File: config.mk
export PLATFORM = sky130hd
export DESIGN_NAME = serial_adder
export DESIGN_NICKNAME = d
export VERILOG_FILES = /design/src/rtl/serial_adder.sv
export SDC_FILE = /design/constraint.sdc
export NUM_CORES = 1
export LEC_CHECK = 0
export BUFFER_PORTS_ARGS = -buffer_cell sky130_fd_sc_hd__buf_2
export CAP_MARGIN = 20
export CORE_MARGIN = 2
export CORE_UTILIZATION = 54
export DETAILED_ROUTE_END_ITERATION = 16
export PLACE_DENSITY_LB_ADDON = 0.1
export SKIP_CTS_REPAIR_TIMING = 1
export SYNTH_ARGS = -nofsm -noshare
export SYNTH_HDL_FRONTEND = slang
export SYNTH_SLANG_ARGS = --single-unit
File: constraint.sdc
create_clock -name clk -period 1.7 [get_ports clk]
set_input_delay 0.085 -clock clk [delete_from_list [all_inputs] [get_ports clk]]
set_output_delay 0.085 -clock clk [all_outputs]
set_load 0.02 [all_outputs]
File: src/rtl/serial_adder.sv
// ---------------------------------------------------------------------------
// fulladder
//   One-bit full adder cell used by the bit-serial adder below.
//   Ports:
//     cout - carry out (majority of x, y, cin)
//     s    - sum bit (x ^ y ^ cin)
//     x    - operand bit
//     y    - operand bit
//     cin  - carry in
// ---------------------------------------------------------------------------
module fulladder (
    output logic cout,
    output logic s,
    input  logic x,
    input  logic y,
    input  logic cin
);

    assign s    = x ^ y ^ cin;
    assign cout = (x & y) | (x & cin) | (y & cin);

endmodule

// ---------------------------------------------------------------------------
// serial_adder
//   Bit-serial WIDTH-bit unsigned adder built around a single fulladder.
//   One operand bit pair is added per clock, LSB first, with the carry held
//   in a flop between cycles. The complete result is published with a
//   one-cycle done pulse WIDTH cycles after the accepted start edge.
//   Ports:
//     clk   - rising-edge clock
//     rst_n - asynchronous active-low reset
//     start - request, accepted only while idle
//     a, b  - WIDTH-bit operands, captured on the accepted start edge
//     cin   - carry in, captured on the accepted start edge
//     busy  - high while an addition is being shifted through
//     done  - one-cycle pulse; sum/cout valid from this cycle on
//     sum   - registered result a+b+cin, bits WIDTH-1:0
//     cout  - registered carry out of bit WIDTH-1
// ---------------------------------------------------------------------------
module serial_adder #(
    parameter int WIDTH = 8
) (
    input  logic             clk,
    input  logic             rst_n,
    input  logic             start,
    input  logic [WIDTH-1:0] a,
    input  logic [WIDTH-1:0] b,
    input  logic             cin,
    output logic             busy,
    output logic             done,
    output logic [WIDTH-1:0] sum,
    output logic             cout
);

    localparam int CW = $clog2(WIDTH);
    localparam logic [CW-1:0] LAST = CW'(WIDTH - 1);

    typedef enum logic {
        IDLE,
        SHIFT
    } state_t;

    state_t          state;
    logic [WIDTH-1:0] a_sr;
    logic [WIDTH-1:0] b_sr;
    logic [WIDTH-1:0] res_sr;
    logic             carry;
    logic [CW-1:0]    count;

    logic fa_s;
    logic fa_cout;

    // The cell always sees the current LSBs; its outputs are only used
    // while shifting.
    fulladder u_fa (
        .cout (fa_cout),
        .s    (fa_s),
        .x    (a_sr[0]),
        .y    (b_sr[0]),
        .cin  (carry)
    );

    // Sequencer: load operands on an accepted start, then shift one bit per
    // clock. The final sum bit comes straight from the cell on the last edge
    // so the published sum does not wait an extra cycle for res_sr.
    always_ff @(posedge clk or negedge rst_n) begin
        if (!rst_n) begin
            state  <= IDLE;
            busy   <= 1'b0;
            done   <= 1'b0;
            sum    <= '0;
            cout   <= 1'b0;
            a_sr   <= '0;
            b_sr   <= '0;
            res_sr <= '0;
            carry  <= 1'b0;
            count  <= '0;
        end else begin
            done <= 1'b0;
            case (state)
                IDLE: begin
                    if (start) begin
                        a_sr  <= a;
                        b_sr  <= b;
                        carry <= cin;
                        count <= '0;
                        state <= SHIFT;
                        busy  <= 1'b1;
                    end
                end
                SHIFT: begin
                    res_sr <= {fa_s, res_sr[WIDTH-1:1]};
                    a_sr   <= {1'b0, a_sr[WIDTH-1:1]};
                    b_sr   <= {1'b0, b_sr[WIDTH-1:1]};
                    carry  <= fa_cout;
                    count  <= count + 1'b1;
                    if (count == LAST) begin
                        sum   <= {fa_s, res_sr[WIDTH-1:1]};
                        cout  <= fa_cout;
                        done  <= 1'b1;
                        state <= IDLE;
                        busy  <= 1'b0;
                    end
                end
                default: begin
                    state <= IDLE;
                    busy  <= 1'b0;
                end
            endcase
        end
    end

endmodule

==> impl_metrics.yaml <==
placed_design:
  place.gp.congestion: 0.704
  io_buffers: 30
  hpwlAfterDp_mm: 1.88
  dp_cells: 196
global_route:
  grt_use_total_pct: 17.9
  grt_start_max_net_pins: 40
  overflow: 0
  grt_pass1_vias: 1090
  antenna_found_initial: 0
  grt_pass1_wl_mm: 4.67
timing:
  tns_ns: 0
  period_share_pct: 86.1
  setup_violations: 0
  finalMaxSlewViolations: 0
  hold_viol: 0
  fin_crit_ns: 1.46
  fmax_ghz: 0.683
  finClkSkew_ns: 0.00547
  worstMarginPinSlew_ns: 0.602
  rsz0062_at_grt: "no"
  slew_headroom_pct: 59.9
worst_hold_path:
  min_delay_worst_endpoint: "b_sr[7]"
  hold_start: "b[7]"
  min_path_cells: 3
  hold_path_class: "input pin to register"
die:
  fp.dieW_um: 60.3
  core_area_um2: 3030
  start_util_pct: 56.5
  rows: 20
  die_h_um: 60.3
  io_pins: 31
  die-area_um2: 3640
clock_tree:
  cts_buffer_depth: 2
  cts-buffers-inserted: 5
  clock_latency_ns: 0.34
  cts_max_level: 2
  cts_tree: "yes"
  clk_pin_slew_ns: 0.10
  cts_root_buf: "clkbuf_4"
  cts_sinks: 39
drt:
  wl_per_cell_um: 13.1
  drtIter0Drc: 33
  drc: 0
  via_count: 1041
  drt-total-wl_mm: 2.67
  firstDrtPassIters: 3
  antenna_left: 0
  viasPerCell: 5.10
worst_setup_path:
  r2r_setup_slack_ns: 0.24
  cp_top_family: "adder cells"
  crit_path_frequent_cell: "ha_1"
  setup.worst_path.class: "register to register"
  cp.depth: 4
  worstSetupStartpointType: "register"
  r2r_start: "count[0]"
  path_buf_inv: 0
  crit_chain: "ha_1 -> ha_1 -> nand2_8 -> mux2_4"
  critPathArrivalTime_ns: 1.70
  cp_max_fo: 10
  endpoint_kind: "register"
  required_ns: 1.93
  r2r_cells: 4
  max_stage_delay_ns: 0.41
  cp_slowest_cell: "dfrtp_1"
  r2r_end: "cout"
power:
  power.density_nw_per_um2: 1680
  irDropWorstVdd_mv: 0.681
  p_leak_nw: 1.02
synthesis:
  synthArstFlopShare_pct: 100
  synth-edff-count: 0
  syn_inst: 125
  yosysUniqueCellTypes: 19
  yosys-top-cells-count: "39 x dfrtp_1, 17 x mux2i_1, 15 x nand2_1, 12 x mux2_4, 8 x o21ai_0"
  seq_area_frac_synth_pct: 57.0
  yosys.area.top_type: "dfrtp_1"
  synth_seq_cells: 39
  synth_area_um2: 1710
  yosys-top-cells-area: "dfrtp_1 57%, mux2_4 11%, mux2i_1 9.9%, mux2_2 3.3%, nand2_1 3.3%"
  synthesis.nets: 149
  yosysTopAreaCellShare_pct: 57.0
  yosys_warnings: 0
  synth.most_common_cell: "dfrtp_1"
  synthFlopType: "dfrtp_1"
  syn_avg_cell_area_um2: 13.7
final_layout:
  nets: 185
  antennaDiodeCount: 0
  layout-drive-gt1-share_pct: 35.6
  fin_cells: 204
  areaGrowthSynthToFinish_pct: 14.0
flow_run:
  drv_cap: 0
run_status:
  status: "finished clean"
## report_power, final
group          internal [mW]  switching (mW)  total [mW]
combinational          0.701           0.569        1.27
sequential              1.31           0.280        1.59
clock                  0.147           0.268       0.416
total                   2.16            1.12        3.28
## how the worst max path moves through the flow
stage / from / to / slack (ns)
5_1_grt: count[0] / sum[2] / 0.17
2_1_floorplan: count[0] / cout / 0.32
3_5_place_dp: count[0] / cout / 0.23
3_3_place_gp: count[0] / sum[7] / 0.29
6_report: count[0] / cout / 0.24
4_1_cts: count[0] / sum[2] / 0.23
## metal layers
layer  vias to the layer above  global-route usage (%)  wire, um
met5                         -                       0         0
met4                         0                    9.52        63
met3                         7                    4.55       131
met2                        24                    30.9      1300
met1                       512                    20.3      1180
li1                        498                       -         -
## flip-flops by register name, indices dropped and copies added (netlist names)
name and flops:
count 3, busy 1, b_sr 8, a_sr 8, res_sr 7, carry 1, done 1, cout 1
state 1, sum 8
## worst reg2reg max path: cells and delay by family, from the launching register on
| kind | cells | cell delay [ns] |
|---|---|---|
| multiplexers | 1 | 0.32 |
| AND/OR/NAND/NOR | 1 | 0.15 |
| flip-flops | 1 | 0.41 |
| adder cells (fa/ha/maj) | 2 | 0.49 |
## per-stage QoR
| step | hold slack, ns | total power, mW | setup WS, ns | area, um^2 | utilization (%) |
|---|---|---|---|---|---|
| floorplan | -0.211 | 2.57 | 0.318 | 1710 | - |
| global placement | 0.156 | 2.83 | 0.292 | 1890 | 62.4 |
| detailed placement | 0.166 | 2.90 | 0.234 | 1890 | 62.4 |
| CTS | -0.213 | 3.32 | 0.228 | 1930 | 63.8 |
| global route | 0.0130 | 3.53 | 0.175 | 1950 | 64.5 |
| finish | 0.00594 | 3.28 | 0.235 | 1950 | 64.5 |
## kinds of logic after synthesis
kind of cell    synth area share [%]
compound gates                  6.07
fa+ha+maj                       3.36
buf+inv                         4.46
flops                           57.0
mux                             23.8
simple gates                    5.34
## cells in the final DEF, fill, tap and decap left out, drive strengths merged
cell	netlist	final
a22o	2	2
a21oi	1	1
fa	1	1
inv	2	2
clkbuf	1	6
nor2	4	4
dfrtp	39	39
dlygate4sd3	0	2
o21ai	15	15
nand2	16	16
buf	6	34
mux2	17	17
o22ai	1	1
ha	3	3
mux2i	17	17
## final cells by class
class / instances / area [um^2]
inverters: 2 / 7.51
flip-flops and latches: 39 / 976
well taps: 44 / 55.1
multi-input cells: 77 / 659
repair buffers: 36 / 213
fillers: 250 / 1080
clock buffers: 6 / 41.3
Note: power is estimated with default switching activity, not from simulation.
